### src/rtl/uart_pkg.sv
// Shared constants and command FSM state type for the UART bus master.
package uart_pkg;

    localparam int unsigned DEFAULT_CLKS_PER_BIT = 1250;

    localparam logic [7:0] CMD_WRITE = 8'h57;
    localparam logic [7:0] CMD_READ  = 8'h52;
    localparam logic [7:0] RSP_ACK   = 8'h06;
    localparam logic [7:0] RSP_NAK   = 8'h15;

    typedef enum logic [2:0] {
        ST_IDLE,
        ST_ADDR,
        ST_DATA,
        ST_BUS,
        ST_RESP
    } cmd_state_e;

endpackage

### src/rtl/uart_rx_byte.sv
// 8N1 byte receiver: synchroniser, start-bit glitch rejection, mid-bit sampling, stop check.
module uart_rx_byte #(
    parameter int unsigned CLKS_PER_BIT = 1250
) (
    input  logic       clk_i,
    input  logic       rst_ni,
    input  logic       rx_i,
    output logic [7:0] byte_o,
    output logic       valid_o,
    output logic       frame_err_o
);

    localparam logic [1:0] RX_IDLE  = 2'd0;
    localparam logic [1:0] RX_START = 2'd1;
    localparam logic [1:0] RX_DATA  = 2'd2;
    localparam logic [1:0] RX_STOP  = 2'd3;

    localparam logic [15:0] TICK_LAST = 16'(CLKS_PER_BIT - 1);
    localparam logic [15:0] TICK_HALF = 16'(CLKS_PER_BIT / 2 - 1);

    logic [1:0]  sync_q;
    logic        rx_prev_q;
    logic [1:0]  state_q;
    logic [15:0] tick_q;
    logic [3:0]  bit_q;
    logic        rx_s;

    assign rx_s = sync_q[1];

    always_ff @(posedge clk_i or negedge rst_ni) begin
        if (!rst_ni) begin
            sync_q      <= 2'b11;
            rx_prev_q   <= 1'b1;
            state_q     <= RX_IDLE;
            tick_q      <= '0;
            bit_q       <= '0;
            byte_o      <= '0;
            valid_o     <= 1'b0;
            frame_err_o <= 1'b0;
        end else begin
            sync_q      <= {sync_q[0], rx_i};
            rx_prev_q   <= rx_s;
            valid_o     <= 1'b0;
            frame_err_o <= 1'b0;
            case (state_q)
                RX_IDLE: begin
                    if (rx_prev_q && !rx_s) begin
                        state_q <= RX_START;
                        tick_q  <= '0;
                    end
                end
                RX_START: begin
                    // A start bit that is high again at mid-bit was only a glitch.
                    if (tick_q == TICK_HALF) begin
                        tick_q  <= '0;
                        bit_q   <= '0;
                        state_q <= rx_s ? RX_IDLE : RX_DATA;
                    end else begin
                        tick_q <= tick_q + 16'd1;
                    end
                end
                RX_DATA: begin
                    if (tick_q == TICK_LAST) begin
                        tick_q <= '0;
                        byte_o <= {rx_s, byte_o[7:1]};
                        bit_q  <= bit_q + 4'd1;
                        if (bit_q == 4'd7) state_q <= RX_STOP;
                    end else begin
                        tick_q <= tick_q + 16'd1;
                    end
                end
                default: begin
                    if (tick_q == TICK_LAST) begin
                        tick_q      <= '0;
                        state_q     <= RX_IDLE;
                        valid_o     <= rx_s;
                        frame_err_o <= !rx_s;
                    end else begin
                        tick_q <= tick_q + 16'd1;
                    end
                end
            endcase
        end
    end

endmodule

### src/rtl/uart_bus_master.sv
// UART command bridge: 'W'/'R' + address (+ data) frames become req/gnt bus transfers.
module uart_bus_master import uart_pkg::*; #(
    parameter int unsigned CLKS_PER_BIT = DEFAULT_CLKS_PER_BIT,
    parameter int unsigned TIMEOUT_BITS = 32
) (
    input  logic        clk_i,
    input  logic        rst_ni,
    input  logic        uart_rx_i,
    output logic        uart_tx_o,
    output logic        bus_req_o,
    input  logic        bus_gnt_i,
    output logic        bus_we_o,
    output logic [31:0] bus_addr_o,
    output logic [31:0] bus_wdata_o,
    input  logic [31:0] bus_rdata_i,
    output logic        busy_o
);

    localparam logic [15:0] TICK_LAST = 16'(CLKS_PER_BIT - 1);
    localparam logic [31:0] TO_LAST   = 32'(TIMEOUT_BITS * CLKS_PER_BIT - 1);

    logic [7:0] rx_byte;
    logic       rx_valid, rx_ferr;

    uart_rx_byte #(.CLKS_PER_BIT(CLKS_PER_BIT)) u_rx (
        .clk_i       (clk_i),
        .rst_ni      (rst_ni),
        .rx_i        (uart_rx_i),
        .byte_o      (rx_byte),
        .valid_o     (rx_valid),
        .frame_err_o (rx_ferr)
    );

    logic        tx_busy_q;
    logic [9:0]  tx_frame_q;
    logic [15:0] tx_tick_q;
    logic [3:0]  tx_bit_q;
    logic        tx_start, tx_done, tx_free;
    logic [7:0]  tx_byte;

    // The stop bit's last cycle also counts as free so frames go out back-to-back.
    assign tx_done = tx_busy_q && (tx_tick_q == TICK_LAST) && (tx_bit_q == 4'd9);
    assign tx_free = !tx_busy_q || tx_done;

    always_ff @(posedge clk_i or negedge rst_ni) begin
        if (!rst_ni) begin
            tx_busy_q  <= 1'b0;
            tx_frame_q <= '1;
            tx_tick_q  <= '0;
            tx_bit_q   <= '0;
            uart_tx_o  <= 1'b1;
        end else if (tx_start) begin
            tx_busy_q  <= 1'b1;
            tx_frame_q <= {1'b1, tx_byte, 1'b0};
            tx_tick_q  <= '0;
            tx_bit_q   <= '0;
            uart_tx_o  <= 1'b0;
        end else if (tx_busy_q) begin
            if (tx_tick_q == TICK_LAST) begin
                tx_tick_q <= '0;
                if (tx_bit_q == 4'd9) begin
                    tx_busy_q <= 1'b0;
                    tx_bit_q  <= '0;
                    uart_tx_o <= 1'b1;
                end else begin
                    tx_bit_q   <= tx_bit_q + 4'd1;
                    tx_frame_q <= tx_frame_q >> 1;
                    uart_tx_o  <= tx_frame_q[1];
                end
            end else begin
                tx_tick_q <= tx_tick_q + 16'd1;
            end
        end
    end

    cmd_state_e  state_q;
    logic [1:0]  byte_cnt_q;
    logic [2:0]  rsp_cnt_q;
    logic        nak_q;
    logic [31:0] rdata_q;
    logic [31:0] to_cnt_q;
    logic [2:0]  rsp_len;

    assign rsp_len  = (nak_q || bus_we_o) ? 3'd1 : 3'd4;
    assign tx_start = (state_q == ST_RESP) && tx_free && (rsp_cnt_q != rsp_len);
    assign tx_byte  = nak_q ? RSP_NAK : (bus_we_o ? RSP_ACK : rdata_q[31:24]);

    always_ff @(posedge clk_i or negedge rst_ni) begin
        if (!rst_ni) begin
            state_q     <= ST_IDLE;
            byte_cnt_q  <= '0;
            rsp_cnt_q   <= '0;
            nak_q       <= 1'b0;
            rdata_q     <= '0;
            to_cnt_q    <= '0;
            bus_req_o   <= 1'b0;
            bus_we_o    <= 1'b0;
            bus_addr_o  <= '0;
            bus_wdata_o <= '0;
            busy_o      <= 1'b0;
        end else begin
            case (state_q)
                ST_IDLE: begin
                    if (rx_valid) begin
                        busy_o     <= 1'b1;
                        to_cnt_q   <= '0;
                        byte_cnt_q <= '0;
                        rsp_cnt_q  <= '0;
                        if (rx_byte == CMD_WRITE || rx_byte == CMD_READ) begin
                            bus_we_o <= (rx_byte == CMD_WRITE);
                            nak_q    <= 1'b0;
                            state_q  <= ST_ADDR;
                        end else begin
                            nak_q   <= 1'b1;
                            state_q <= ST_RESP;
                        end
                    end
                end
                ST_ADDR, ST_DATA: begin
                    if (rx_ferr) begin
                        state_q <= ST_IDLE;
                        busy_o  <= 1'b0;
                    end else if (rx_valid) begin
                        to_cnt_q   <= '0;
                        byte_cnt_q <= byte_cnt_q + 2'd1;
                        if (state_q == ST_ADDR) bus_addr_o  <= {bus_addr_o[23:0], rx_byte};
                        else                    bus_wdata_o <= {bus_wdata_o[23:0], rx_byte};
                        if (byte_cnt_q == 2'd3) begin
                            if (state_q == ST_ADDR && bus_we_o) begin
                                state_q <= ST_DATA;
                            end else begin
                                state_q   <= ST_BUS;
                                bus_req_o <= 1'b1;
                            end
                        end
                    end else if (to_cnt_q == TO_LAST) begin
                        state_q <= ST_IDLE;
                        busy_o  <= 1'b0;
                    end else begin
                        to_cnt_q <= to_cnt_q + 32'd1;
                    end
                end
                ST_BUS: begin
                    if (bus_gnt_i) begin
                        bus_req_o <= 1'b0;
                        if (!bus_we_o) rdata_q <= bus_rdata_i;
                        rsp_cnt_q <= '0;
                        state_q   <= ST_RESP;
                    end
                end
                ST_RESP: begin
                    if (tx_start) begin
                        rsp_cnt_q <= rsp_cnt_q + 3'd1;
                        rdata_q   <= rdata_q << 8;
                    end else if (rsp_cnt_q == rsp_len && tx_done) begin
                        state_q <= ST_IDLE;
                        busy_o  <= 1'b0;
                    end
                end
                default: state_q <= ST_IDLE;
            endcase
        end
    end

endmodule
### config.mk
export PLATFORM = sky130hd
export DESIGN_NAME = uart_bus_master
export DESIGN_NICKNAME = d
export VERILOG_FILES = /design/src/rtl/uart_pkg.sv /design/src/rtl/uart_rx_byte.sv /design/src/rtl/uart_bus_master.sv
export SDC_FILE = /design/constraint.sdc
export NUM_CORES = 1
export LEC_CHECK = 0
export BUFFER_PORTS_ARGS = -buffer_cell sky130_fd_sc_hd__clkbuf_2
export CAP_MARGIN = 5
export CORE_ASPECT_RATIO = 1.25
export CORE_MARGIN = 2
export CORE_UTILIZATION = 25
export CTS_CLUSTER_DIAMETER = 120
export DETAILED_ROUTE_END_ITERATION = 10
export PLACE_DENSITY = 0.48
export SKIP_LAST_GASP = 1
export SLEW_MARGIN = 15
export SYNTH_ARGS = -nofsm -noshare
export SYNTH_HDL_FRONTEND = slang
export SYNTH_SLANG_ARGS = --single-unit
### constraint.sdc
create_clock -name clk_i -period 2.57 [get_ports clk_i]
set_clock_uncertainty 0.1 [all_clocks]
set_input_delay 0.3855 -clock clk_i [delete_from_list [all_inputs] [get_ports clk_i]]
set_output_delay 0.3855 -clock clk_i [all_outputs]
set_load 0.005 [all_outputs]
==> results of run 1 <==
## power by group through the flow
stage / Combinational [uW] / Clock, uW / Sequential [uW]
6_report: 588 / 3500 / 3350
5_1_grt: 677 / 3750 / 3350
4_1_cts: 608 / 3630 / 3350
3_5_place_dp: 593 / 0 / 3410
3_3_place_gp: 580 / 0 / 3410
2_1_floorplan: 349 / 0 / 3390
## routing by layer
layer  share of wire [%]  track usage, %  wire length (um)
met3                 3.4           1.758               873
met2                  50           20.82             12820
met4                 2.5           4.291               629
met5               0.043               0                11
met1                  44           14.92             11070
## through the flow
step | hold slack, ps | instances | total power, uW | setup WS, ps
floorplan | -10.09 | 953 | 3742 | 341.1
global placement | 246.7 | 1599 | 3986 | 243.9
detailed placement | 249.0 | 1599 | 3999 | 152.4
CTS | 60.70 | 1651 | 7584 | 120.7
global route | 88.64 | 1651 | 7786 | 10.35
finish | 81.99 | 1651 | 7435 | 142.5
## layout make-up
class	count	area (um^2)	share of cell area, %
Clock buffer	32	659.4	5.294
Tap cell	546	683.2	5.485
Inverter	29	108.9	0.8740
Multi-Input combinational cell	678	4737	38.04
Clock inverter	10	142.6	1.145
Timing Repair Buffer	150	952.2	7.645
Sequential cell	206	5171	41.52
## sequential cells by signal, summed over array words and instances (netlist names), 3 cells and up
signal / cells
bus_wdata_o: 32
u_rx.bit_q: 4
rsp_cnt_q: 3
u_rx.tick_q: 16
tx_tick_q: 16
tx_bit_q: 4
to_cnt_q: 32
tx_frame_q: 9
rdata_q: 32
u_rx.byte_o: 8
bus_addr_o: 32
state_q: 3
## placed cells by master (no fill, tap or decap), types with 4 or more instances in the layout
cell type      count
nor2b_1            5
mux2_2            76
clkbuf_2         102
nor2_1            50
nor3_1            11
o31ai_1           15
clkbuf_1           4
nand3_1           21
nand4_1           20
nor4_1             9
o21ai_0           48
a22o_1            11
a211oi_1           4
clkbuf_16         23
clkinv_2           5
ha_1              15
buf_4             33
nand2b_1          15
inv_1             29
a21oi_1           39
and3_1            18
mux2_4            20
a21o_1             9
xor2_1             4
or3_1             15
dlygate4sd3_1     10
and4_1             8
or2_2              8
clkbuf_8           6
dfstp_2           13
a31oi_1            9
xnor2_1           17
o22ai_1            7
buf_12             4
or4_1             12
o211ai_1          10
nor3b_1            5
dfrtp_1          193
nand2_1          126
o2bb2ai_1          4
## synth_stat cells (12+ instances only)
cell type,n
xnor2_1,17
nor2_1,50
a21oi_1,39
dfstp_2,13
o21ai_0,48
inv_1,29
nand2_1,126
dfrtp_1,193
or3_1,15
o31ai_1,15
clkbuf_1,23
ha_1,15
nand4_1,20
nand3_1,21
and3_1,18
or4_1,12
mux2_2,76
mux2_4,20
nand2b_1,15
## final timing paths
kind                            startpoint              end  slack, ps  cells after the start
max in group asynchronous           rst_ni    tx_frame_q[7]       1330                      3
min in group asynchronous           rst_ni  bus_wdata_o[28]        270                      2
max                             state_q[0]    tx_tick_q[11]        140                      6
min reg2reg                 u_rx.sync_q[0]   u_rx.sync_q[1]        260                      0
min                        bus_rdata_i[21]      rdata_q[21]         80                      4
max reg2reg                     state_q[0]    tx_tick_q[11]        140                      6
## critical path: stages, from the launching register on
cell and delay [ps]:
dfrtp_1 570, buf_4 240, nor3b_4 360, o211ai_1 210, a21o_1 260, or4_1 420, o211ai_1 180
## cells by family (layout without fill, tap and decap cells)
logic type / Yosys count / count (layout) / synth area share, %
muxes: 98 / 98 / 11.52
xor gates and xnor gates: 22 / 22 / 2.071
AOI/OAI and AO/OA: 193 / 193 / 12.72
adders and majority gates: 15 / 15 / 1.838
and+or+nand+nor: 350 / 350 / 18.12
buffers and inverters: 69 / 221 / 3.088
DFF: 206 / 206 / 50.64
## what timing repair did
action / in CTS / in global routing
endpoints found under the hold margin: 57 / 0
hold buffers: 10 / 0
setup endpoints to repair: 0 / 1
resized for setup: 0 / 1
buffers inserted: 0 / 0
==> reports/metrics.cfg, run 1 <==
[outcome]
status = finished, final reports clean

[power_and_ir_drop]
ir_worst_vdd_mv = 0.4299
powerDensity_mw_per_mm2 = 597.0
power.leakage_uw = 0.005805
seqPwrFrac_pct = 45.0
pwr-share-comb_pct = 7.9
p_int_uw = 5618
switching_power_uw = 1817
switching_share_pct = 24.44
power_frac_clock_pct = 47.0

[logic_synthesis]
ys_seq_area_share_pct = 50.64
syn-cell-area_mm2 = 0.01021
yosysTopAreaCell = dfrtp_1
synthFlopType = dfrtp_1
synth-seq-cells = 206
syn-num-nets = 1004
synth.area.top_cells = dfrtp_1 47%, mux2_2 8.4%, nand2_1 4.6%
ys_warn_count = 0
synth_cells = 953
synth_top_area_share_pct = 47.30
avgSynthCellArea_um2 = 10.71
yosysUniqueCellTypes = 81
synthArstFlopShare_pct = 100.0
synth-edff-count = 0

[placement]
post_dp_cell_area_mm2 = 0.01155
dp_hpwl_um = 17780
port_buffers = 103
gp_congestion = 0.7734

[critical_path]
crit_fanout = 12
end_kind = flip-flop
start_kind = flip-flop
crit_required_ps = 2920
criticalPathCategory = flip-flop to flip-flop
cp.arrival_ps = 2780

[final_layout]
final_core_util_pct = 30.97
n_antenna_cell = 0
fin_nets = 1139
nFillCells = 4227
area_delta_synth_final_pct = 21.97
design_area_mm2 = 0.01245
post_route_cells_drive_above_1_share_pct = 28.69

[clocking]
clk_path_buf_depth = 3
clockRootBuffer = clkbuf_16
cts_buffers = 23
path_clk_slew_ps = 60
htreeDepth = 1
clock_sinks = 206
cts_tree = yes
clkLatencyLatePin_ps = 540

[grt]
grt_usage_pct = 11.95
grt_pass1_vias = 7752
grt_pass1_wl_um = 41390
overflow = 0
grt_max_degree = 62
antenna_found_initial = 1

[route]
via_per_inst = 4.671
drt_pass1_iterations = 4
drt.antenna.violating_nets = 0
wire_per_inst_um = 15.39
drcViolationCount = 0
wl_um = 25400
vias = 7712
initialDrtViolationCount = 340

[sta]
setup_viol = 0
slew_viol_final = 0
tightest_slew_ps = 806.6
timing.final.crit_share_pct = 94.46
rsz0062_at_grt = no
relSlewSlack_pct = 46.23
tns_ps = 0
hold_viol = 0
final.min_clock_period_ps = 2428
clock.fmax_mhz = 411.9

[worst_hold_path]
hold_class = input pin to flip-flop

[die]
die-area_mm2 = 0.04249
coreArea_mm2 = 0.04022
io_pins = 104
die_x_um = 184.8
dieHeight_um = 230.0
rows = 82
initial_core_util_pct = 25.39

[run]
maxCapViolations = 0

No activity file was read; power rests on OpenSTA's default activity.
==> inputs of run 2 (changes only) <==
- CORE_UTILIZATION: 25 -> 55
- PLACE_DENSITY: 0.48 -> 0.83
==> reports/metrics.cfg, run 2 (synthesis gave the netlist of run 1 again) <==
[power_and_ir_drop]
ir_worst_vdd_mv = 0.5005  ; +16%
powerDensity_mw_per_mm2 = 618.2  ; +3.6%
power.leakage_uw = 0.005719  ; -1.5%

[die]
die_x_um = 125.9  ; -32%
rows = 55  ; -33%
dieHeight_um = 156.3  ; -32%
initial_core_util_pct = 56.21  ; +31 points
io_pins = 104  ; unchanged
coreArea_mm2 = 0.01817  ; -55%
die-area_mm2 = 0.01968  ; -54%

[sta]
final.min_clock_period_ps = 2410  ; -17.58 ps
clock.fmax_mhz = 414.9  ; +0.73%
slew_viol_final = 0  ; unchanged
setup_ws_ps = 160.0  ; +17.58 ps
rsz0062_at_grt = no
timing.final.crit_share_pct = 93.77  ; -0.68 points
hold_viol = 0  ; unchanged
setup_viol = 0  ; unchanged
relSlewSlack_pct = 49.83  ; +3.6 points
tightest_slew_ps = 752.5  ; -54.09 ps
tns_ps = 0  ; unchanged

[grt]
antenna_found_initial = 0  ; -1
overflow = 0  ; unchanged
grt_max_degree = 58  ; -6.5%
grt_pass1_wl_um = 38700  ; -6.5%
grt_usage_pct = 23.63  ; +12 points
grt_pass1_vias = 7959  ; +2.7%

[clocking]
htreeDepth = 1  ; unchanged
clkLatencyLatePin_ps = 510  ; -30 ps
clockRootBuffer = clkbuf_16
clock_sinks = 206  ; unchanged
path_clk_slew_ps = 60  ; about the same
cts_resized = 0  ; unchanged
clk_path_buf_depth = 3  ; unchanged
cts_buffers = 22  ; -4.3%
cts_tree = yes

[final_layout]
mostFrequentLayoutCell = dfrtp_1
fin_nets = 1121  ; -1.6%
ff_latch_area_mm2 = 0.005171  ; unchanged
final_core_util_pct = 65.45  ; +34 points
final_cell_mix = 193 x dfrtp_1, 126 x nand2_1, 102 x clkbuf_2
area_delta_synth_final_pct = 16.44
finalNonFillerCells = 1314  ; -20%
n_antenna_cell = 0  ; unchanged
design_area_mm2 = 0.01189  ; -4.5%
post_route_cells_drive_above_1_share_pct = 28.27  ; -0.42 points
nFillCells = 1377  ; -67%
multi_input_area_mm2 = 0.004731  ; -0.13%

[placement]
dp_cells = 1272  ; -20%
port_buffers = 103  ; unchanged
post-place-ws_ps = 230.5  ; +78.15 ps
dp_hpwl_um = 15840  ; -11%
gp_congestion = 0.8889  ; +15%
post_dp_cell_area_mm2 = 0.01108  ; -4.0%

[critical_path]
end_kind = flip-flop
path_cells = nor4_2 > nand4_2 > o21ai_2 > a21o_1 > buf_12 > mux2_2
cpPeakStageDelay_ps = 460  ; -110 ps
cp.arrival_ps = 2700  ; -80 ps
crit_fanout = 24  ; +12
start_kind = flip-flop
crit_required_ps = 2860  ; -60 ps
slowest_stage = nor4_2
criticalPathCategory = flip-flop to flip-flop

[route]
wl_met1_um = 9437  ; -15%
top_layer = met4
drt_pass1_iterations = 7  ; +3
vias = 7971  ; +3.4%
wl_met3_um = 1188  ; +36%
wl_met2_um = 12090  ; -5.7%
drcViolationCount = 0  ; unchanged
wl_um = 23320  ; -8.2%
via_per_inst = 6.066  ; +30%
wire_per_inst_um = 17.74  ; +15%
drt.antenna.violating_nets = 0  ; unchanged
initialDrtViolationCount = 559  ; +64%

[run]
maxCapViolations = 0  ; unchanged

[outcome]
status = finished, final reports clean

[worst_hold_path]
hold_class = input pin to flip-flop

[run 2: cell count changes in the layout (fill, tap and decap cells not counted), moves of 2 or more]
| cell | change |
|---|---|
| buf_4 | -9 |
| dlygate4sd3_1 | -8 |
| clkbuf_1 | -2 |
| clkbuf_8 | -2 |
[run 2: final timing paths]
path / startpoint / to / slack, ps / cells past startpoint
max: tx_tick_q[13] / rdata_q[9] / 160 / 6
min: bus_rdata_i[1] / rdata_q[1] / 6 / 2
max reg2reg: tx_tick_q[13] / rdata_q[9] / 160 / 6
min reg2reg: u_rx.sync_q[0] / u_rx.sync_q[1] / 260 / 0
max in group asynchronous: rst_ni / tx_frame_q[4] / 1220 / 3
min in group asynchronous: rst_ni / rdata_q[7] / 300 / 2
[run 2: worst max-delay path, delay by kind of cell, from the launching register on]
family / cells / cell delay, ps
muxes: 1 / 370
DFF: 1 / 430
buffers and inverters: 1 / 230
and+or+nand+nor: 2 / 740
AOI/OAI and AO/OA: 2 / 410
[run 2: area by class of cell]
class	instances	share of cell area, %
flip-flops and latches	206	43.49
clock inverters	12	1.389
clock buffers	28	5.251
well taps	228	2.399
multi-input cells	678	39.79
inverters	29	0.9155
repair buffers	133	6.766
[run 2: metrics by stage]
stage	total power [uW]	hold WS, ps
5_1_grt	7614	12.73
6_report	7351	6.221
4_1_cts	7398	0.8415
2_1_floorplan	3742	-10.09
3_5_place_dp	3970	246.8
3_3_place_gp	3943	245.5
[run 2: where the power goes]
group | switching, uW | leakage [uW] | internal [uW]
clock | 1310 | 0.000388 | 2120
combinational | 366 | 0.00254 | 204
sequential | 52.7 | 0.00279 | 3300
total | 1730 | 0.00572 | 5620
[run 2: what timing repair did]
action / 4_1_cts / 5_1_grt
setup buffers: 0 / 0
endpoints found under the hold margin: 51 / 0
hold buffers: 2 / 0
[run 2: metal layers]
| metal | vias up | global-route usage, % |
|---|---|---|
| met5 | - | 0 |
| met4 | 0 | 7.483 |
| met3 | 63 | 3.487 |
| met2 | 240 | 42.16 |
| met1 | 3968 | 29.80 |
| li1 | 3700 | - |
